--- config.mk ---
export PLATFORM = sky130hd
export DESIGN_NAME = debug_uart_tx
export DESIGN_NICKNAME = d
export VERILOG_FILES = /design/src/rtl/debug_uart_tx_pkg.sv /design/src/rtl/debug_uart_tx_baud_gen.sv /design/src/rtl/debug_uart_tx.sv
export SDC_FILE = /design/constraint.sdc
export NUM_CORES = 1
export LEC_CHECK = 0
export ABC_AREA = 0
export CAP_MARGIN = 20
export CORE_MARGIN = 3
export CORE_UTILIZATION = 57
export DETAILED_ROUTE_END_ITERATION = 10
export PLACE_DENSITY = 0.84
export SLEW_MARGIN = 15
export SYNTH_ARGS = -nofsm -noshare
export SYNTH_HDL_FRONTEND = slang
export SYNTH_SLANG_ARGS = --single-unit
--- constraint.sdc ---
create_clock -name clk -period 3.4 [get_ports clk]
set_input_delay 0.85 -clock clk [delete_from_list [all_inputs] [get_ports clk]]
set_output_delay 0.85 -clock clk [all_outputs]
set_load 0.02 [all_outputs]
--- src/rtl/debug_uart_tx_pkg.sv ---
// Shared constants and FSM encoding for the debug-port UART transmitter.
// One packet is SYNC, seven payload bytes and an 8-bit wrap-around checksum.
package debug_uart_tx_pkg;

  localparam logic [7:0] DBG_SYNC         = 8'hA5;
  localparam int         DBG_NBYTES       = 9;
  localparam int         DBG_CLKS_PER_BIT = 434;

  typedef enum logic [1:0] {
    S_IDLE  = 2'd0,
    S_START = 2'd1,
    S_DATA  = 2'd2,
    S_STOP  = 2'd3
  } tx_state_e;

endpackage

--- src/rtl/debug_uart_tx_baud_gen.sv ---
// Bit-period counter: counts 0..CLKS_PER_BIT-1 and flags the last cycle of
// each bit. A synchronous clear restarts the period from zero.
module debug_uart_tx_baud_gen
  import debug_uart_tx_pkg::*;
#(
  parameter int CLKS_PER_BIT = DBG_CLKS_PER_BIT
) (
  input  logic clk_i,
  input  logic rst_i,
  input  logic clear_i,
  output logic bit_tick_o
);

  localparam int            CW   = $clog2(CLKS_PER_BIT);
  localparam logic [CW-1:0] LAST = CW'(CLKS_PER_BIT - 1);

  logic [CW-1:0] cnt_q, cnt_d;

  assign bit_tick_o = (cnt_q == LAST);

  always_comb begin
    cnt_d = cnt_q + CW'(1);
    if (clear_i || bit_tick_o) cnt_d = '0;
  end

  always_ff @(posedge clk_i or posedge rst_i) begin
    if (rst_i) cnt_q <= '0;
    else       cnt_q <= cnt_d;
  end

endmodule

--- src/rtl/debug_uart_tx.sv ---
// Snapshots the seven debug ports on a trigger and sends them as one 8N1
// packet: SYNC, p1..p7, checksum. tx comes straight from a flop.
module debug_uart_tx
  import debug_uart_tx_pkg::*;
#(
  parameter int         CLKS_PER_BIT = DBG_CLKS_PER_BIT,
  parameter logic [7:0] SYNC_BYTE    = DBG_SYNC
) (
  input  logic       clk,
  input  logic       reset,
  input  logic       trigger,
  input  logic [7:0] debug_port1,
  input  logic [7:0] debug_port2,
  input  logic [7:0] debug_port3,
  input  logic [7:0] debug_port4,
  input  logic [7:0] debug_port5,
  input  logic [7:0] debug_port6,
  input  logic [7:0] debug_port7,
  output logic       tx,
  output logic       busy,
  output logic       done
);

  localparam logic [3:0] LAST_BYTE = 4'(DBG_NBYTES - 1);

  tx_state_e  state_q, state_d;
  logic [2:0] bit_idx_q, bit_idx_d;
  logic [3:0] byte_idx_q, byte_idx_d;
  logic       tx_q, tx_d;
  logic       done_q, done_d;
  logic       load, baud_clear, bit_tick;
  logic [7:0] ports [7];
  logic [7:0] pkt_q [DBG_NBYTES];
  logic [7:0] port_sum, cur_byte;

  assign ports[0] = debug_port1;
  assign ports[1] = debug_port2;
  assign ports[2] = debug_port3;
  assign ports[3] = debug_port4;
  assign ports[4] = debug_port5;
  assign ports[5] = debug_port6;
  assign ports[6] = debug_port7;

  assign port_sum = debug_port1 + debug_port2 + debug_port3 + debug_port4
                  + debug_port5 + debug_port6 + debug_port7;
  assign cur_byte = pkt_q[byte_idx_q];

  // Every state change restarts the bit period so timing never drifts.
  assign baud_clear = (state_q == S_IDLE) || (state_d != state_q);

  debug_uart_tx_baud_gen #(.CLKS_PER_BIT(CLKS_PER_BIT)) u_baud (
    .clk_i     (clk),
    .rst_i     (reset),
    .clear_i   (baud_clear),
    .bit_tick_o(bit_tick)
  );

  always_comb begin
    state_d    = state_q;
    bit_idx_d  = bit_idx_q;
    byte_idx_d = byte_idx_q;
    done_d     = 1'b0;
    load       = 1'b0;
    case (state_q)
      S_IDLE: begin
        if (trigger) begin
          load       = 1'b1;
          byte_idx_d = '0;
          state_d    = S_START;
        end
      end
      S_START: begin
        if (bit_tick) begin
          bit_idx_d = '0;
          state_d   = S_DATA;
        end
      end
      S_DATA: begin
        if (bit_tick) begin
          if (bit_idx_q == 3'd7) state_d = S_STOP;
          else                   bit_idx_d = bit_idx_q + 3'd1;
        end
      end
      S_STOP: begin
        if (bit_tick) begin
          if (byte_idx_q < LAST_BYTE) begin
            byte_idx_d = byte_idx_q + 4'd1;
            state_d    = S_START;
          end else begin
            // The edge ending the last stop bit is the first IDLE sample point,
            // so a held trigger restarts with no idle bit in between.
            done_d = 1'b1;
            if (trigger) begin
              load       = 1'b1;
              byte_idx_d = '0;
              state_d    = S_START;
            end else begin
              state_d = S_IDLE;
            end
          end
        end
      end
      default: state_d = S_IDLE;
    endcase

    tx_d = 1'b1;
    case (state_d)
      S_START: tx_d = 1'b0;
      S_DATA:  tx_d = cur_byte[bit_idx_d];
      default: tx_d = 1'b1;
    endcase
  end

  always_ff @(posedge clk or posedge reset) begin
    if (reset) begin
      state_q    <= S_IDLE;
      bit_idx_q  <= '0;
      byte_idx_q <= '0;
      tx_q       <= 1'b1;
      done_q     <= 1'b0;
    end else begin
      state_q    <= state_d;
      bit_idx_q  <= bit_idx_d;
      byte_idx_q <= byte_idx_d;
      tx_q       <= tx_d;
      done_q     <= done_d;
    end
  end

  always_ff @(posedge clk or posedge reset) begin
    if (reset) begin
      for (int i = 0; i < DBG_NBYTES; i++) pkt_q[i] <= '0;
    end else if (load) begin
      pkt_q[0] <= SYNC_BYTE;
      for (int i = 0; i < 7; i++) pkt_q[i+1] <= ports[i];
      pkt_q[DBG_NBYTES-1] <= port_sum;
    end
  end

  assign tx   = tx_q;
  assign done = done_q;
  assign busy = (state_q != S_IDLE);

endmodule

# == Word level (Yosys, flattened, before mapping) ==
# Index checks and enable logic that the tools add are counted.
# classes
add_sub_neg,9
magnitude_cmp,3
n_bitwise,1
n_eq_ne,9
muxes,30
n_reduce_logical,6
# ops
operator,count
8-bit adder,6
8-bit binary-select mux with 4-bit select,1
8-bit two-way mux,2
4-bit two-way mux,3
2-bit two-way mux,5
9-bit by 1-bit adder with 9-bit output (second input constant),1
9-bit == test (second input constant),1
1-bit two-way mux,9
3-bit two-way mux,3
9-bit two-way mux,1
2-bit case mux with 4 select lines,1
4-bit case mux with 2 select lines,1
2-bit == test (second input constant),3
3-bit case mux with 2 select lines,1
5-bit >= comparator (second input constant),1
4-bit inverter with 5-bit output,1
4-bit by 1-bit adder with 4-bit output (second input constant),1
2-bit by 1-bit == test with 1-bit output (second input constant),2
3-bit by 4-bit < comparator with 1-bit output (second input constant),1
4-bit < comparator (second input constant),1
1-bit case mux with 2 select lines,2
2-bit nonzero test,2
3-bit by 1-bit adder with 3-bit output (second input constant),1
1-bit binary-select mux with 3-bit select,1
other kinds (6),7
# word_totals
out_inout_bits,3
inputBits,59
wordCells,73
ff_bits,85

# == Depth between registers and ports, before layout ==
# logic_depth
word_depth,8
depth_mapped,17
depth_no_buf,17

# == Modules after synthesis ==
# Synthesis repeated with hierarchy kept, for this count alone.
# hier_totals
cells_unflattened,572
hier_area_um2,5395.2
# by_module_without_submodules
module,cells_each,instances,area_per_inst_um2,seq_area_each_um2
debug_uart_tx,523,1,4906.0,1903.1
debug_uart_tx_baud_gen,49,1,489.2,225.2

# == Worst setup path after synthesis ==
# No wires, ideal clock.
# synth_path
path_kind,input -> register
start,input debug_port1[2]
end,register pkt_q[6] (netlist bit)
t_required_ns,3.275
path_stages,15
n_path_buf,0
arrival_ns,4.283
setup_ns,0.125
path_slack_ns,-1.008
path_cell_list,inv_1 -> fa_1 -> inv_1 -> fa_1 -> fa_1 -> inv_1 -> fa_1 -> inv_1 -> ha_1 -> a21o_1 -> a21oi_1 -> o21bai_1 -> a21oi_1 -> xnor2_1 -> mux2_2
# synth_between
elab_chain_len,6
# synth_rtl
element,line,rtl
from (decl),debug_uart_tx.sv:12,"input logic [7:0] debug_port1,"
8-bit adder (3 in a row),debug_uart_tx.sv:44,assign port_sum = debug_port1 + debug_port2 + debug_port3 + debug_port4
8-bit adder (3 in a row),debug_uart_tx.sv:45,+ debug_port5 + debug_port6 + debug_port7;
"to (signal, indexed assignment)",debug_uart_tx.sv:136,pkt_q[DBG_NBYTES-1] <= port_sum;
to (decl),debug_uart_tx.sv:33,logic [7:0] pkt_q [DBG_NBYTES];
# Every way passes these cells.
# A chain may end at the register's enable or synchronous reset.

# == Worst setup path in the final report ==
# layout_path
start,input debug_port6[2]
end,register pkt_q[6] (netlist bit)
# layout_between
elab_chain_len,2
# layout_rtl
element,line,rtl
from (decl),debug_uart_tx.sv:17,"input logic [7:0] debug_port6,"
8-bit adder (2 in a row),debug_uart_tx.sv:45,
# Every way passes these cells.

==> reports/results.ini <==
[status]
status=finished with violations
violations=negative setup slack

[cells_and_area]
final_cells=643
area_delta_synth_final_pct=21.8
diodes=0
final_layout_size_suffix_gt1_frac=0.333
postLayoutCellArea_um2=6550
final_nets=638

[drt]
met2_length_mm=6.22
wl_met1_mm=4.86
drc_errors=0
top_layer_used=met4
wl_per_cell_um=18.7
vias_per_cell=5.92
vias=3805
wl_mm=12.0
antenna_left=0
first_pass_iters=4
drt_iter0_drc=198
met3RoutedLength_um=598

[clock_tree]
cts.sinks=85
cts.clk_slew.worst_paths_ps=80
clk_latency_ps=350
htree_num_levels=3
cts-root-buf=clkbuf_8
cts_tree=done
postCtsHoldBufs=0
cts-buffers-inserted=9
cts.path.max_buffers=2

[floorplan]
die_y_um=103
dieArea_um2=10600
start_util=0.602
num_rows=34
ios=62
die_x_um=103
core-area_um2=8930

[timing]
skew_ps=9.85
worstMarginPinSlew_ps=1030
hold_viol_final=0
relSlewSlack=0.314
tns_ps=-3180
period_share=1.22
rsz0062_at_grt=true
final_max_slew_viol_count=0
setup_viol=6
fin_ws_ps=-765
post-route-min-period_ps=4160
achievable-frequency_ghz=0.240

[synth]
synth_warnings=0
synth_ff_type=dfrtp_1
syn_avg_cell_area_um2=11.8
synthArstFlopShare=1.00
netlist.area_leader.share=0.391
synthTopCellsByArea=dfrtp_1, mux2_2, fa_1, inv_1, ha_1
ys_seq_area_frac=0.396
postSynthNetCount=565
synthesis.area_um2=5380
post-synth-top-count-cell=dfrtp_1
ys_seq_elements=85
synth.distinct_cells=56
synth_top_cell_by_area=dfrtp_1
synth_common_cells=dfrtp_1, mux2_2, inv_1
synth_cells=457
synth_edf_count=0

[pwr]
p_per_area_nw_per_um2=765
power_uw=5010
p_leak_uw=0.00291
ir_drop_v=0.000429

[worst_hold_path]
min_path_type=reg -> reg

[grt]
grt_pass1_wl_mm=20.1
antenna_found_initial=0
grt_pass1_vias=4154
track_usage=0.248
gr-total-overflow=0
grt_max_degree=68

[setup_path]
cp.arrival_ps=4400
slowest_delay_ps=540
required_ps=3640
cp_slowest_cell=fa_1
critical_path_class=in -> reg
crit_chain=buf_8, inv_8, fa_1, inv_2, fa_1, fa_1, inv_1, fa_1, inv_2, buf_6, ha_4, a21o_1, a21oi_2, o21bai_1, a21oi_2, xnor2_1, mux2_4
start_kind=primary input
cp_max_fo=2
endpoint_kind=register
critPathMostFrequentCell=fa_1

[place]
placedInstanceArea_um2=6210
placedCellCount=623
place_ws_ps=-1530
gp_congestion=0.863
dpl.hpwl_mm=8.62
port_buffers=61

[job]
maxCapViolCount=0

## timing repair
action | in CTS | in global routing
cloned | 0 | 0
pin swaps | 31 | 40
endpoints found under the setup margin | 7 | 6
setup buffers | 3 | 2
resized for setup | 60 | 54
## routing by layer
metal	GRT usage	up-vias
met3	0.0419	24
met5	0	-
met1	0.316	1925
met4	0.109	0
li1	-	1715
met2	0.419	141
## through the flow
step | util | hold WS, ps
after floorplan | - | 449
after global placement | 0.695 | 484
after detailed placement | 0.695 | 493
after CTS | 0.725 | 512
after global routing | 0.733 | 522
final | 0.733 | 512
## final cells by class
class	count	area, um^2
inverter	63	248
tap	108	135
fill	591	2380
multi-input combinational	291	3060
clock inverter	5	75.1
timing repair buffer	80	771
clock buffer	11	131
sequential	85	2130
## registers in the layout, summed over array words and instances, names as in the netlist
| signal | cells |
|---|---|
| done | 1 |
| u_baud.cnt_q | 9 |
| byte_idx_q | 4 |
| state_q | 2 |
| pkt_q | 65 |
| tx | 1 |
| bit_idx_q | 3 |
## critical path, delay by kind of cell
kind,cells,cell delay [ps]
adders and majority gates,5,2230
xor gates and xnor gates,1,90
AOI/OAI and AO/OA,4,590
buffers and inverters,6,390
muxes,1,250
## worst paths after layout
kind	endpoint	slack, ps	depth (start not counted)	from
worst max-delay path	pkt_q[6]$_DFFE_PP0P_	-760	17	debug_port6[2]
worst min-delay path	pkt_q[31]$_DFFE_PP0P_	510	1	pkt_q[31]$_DFFE_PP0P_
worst max register to register	tx$_DFF_PP1_	690	8	u_baud.cnt_q[2]$_DFF_PP0_
worst min register to register	pkt_q[31]$_DFFE_PP0P_	510	1	pkt_q[31]$_DFFE_PP0P_
max in group asynchronous	pkt_q[6]$_DFFE_PP0P_	1800	3	reset
min in group asynchronous	pkt_q[62]$_DFFE_PP0P_	890	2	reset
## report_power, final
group | internal [uW] | switching, uW | leakage, uW | total, uW
sequential | 1430 | 254 | 0.00104 | 1690
combinational | 1430 | 1130 | 0.00176 | 2560
clock | 411 | 358 | 0.000107 | 769
total | 3270 | 1740 | 0.00291 | 5010
## cells by family after synthesis
family,share of synthesized area
XOR/XNOR,0.0375
buffers and inverters,0.0626
AND/OR/NAND/NOR,0.0777
flip-flops,0.396
AO/OA/AOI/OAI,0.0817
multiplexers,0.186
adder cells (fa/ha/maj),0.159
## cell usage in the layout (no fill, tap or decap), drive strengths merged, types with 12 or more instances in the layout
| cell type | netlist | layout |
|---|---|---|
| dfrtp | 84 | 84 |
| mux2 | 68 | 68 |
| inv | 63 | 62 |
| fa | 32 | 32 |
| clkdlybuf4s50 | 0 | 30 |
| nor2 | 26 | 26 |
| buf | 13 | 25 |
| xnor2 | 21 | 21 |
| nand2 | 18 | 18 |
| ha | 17 | 17 |
| clkbuf | 5 | 17 |
| o21ai | 15 | 15 |
| a21oi | 12 | 12 |
Note: power is estimated with default switching activity, not from simulation.
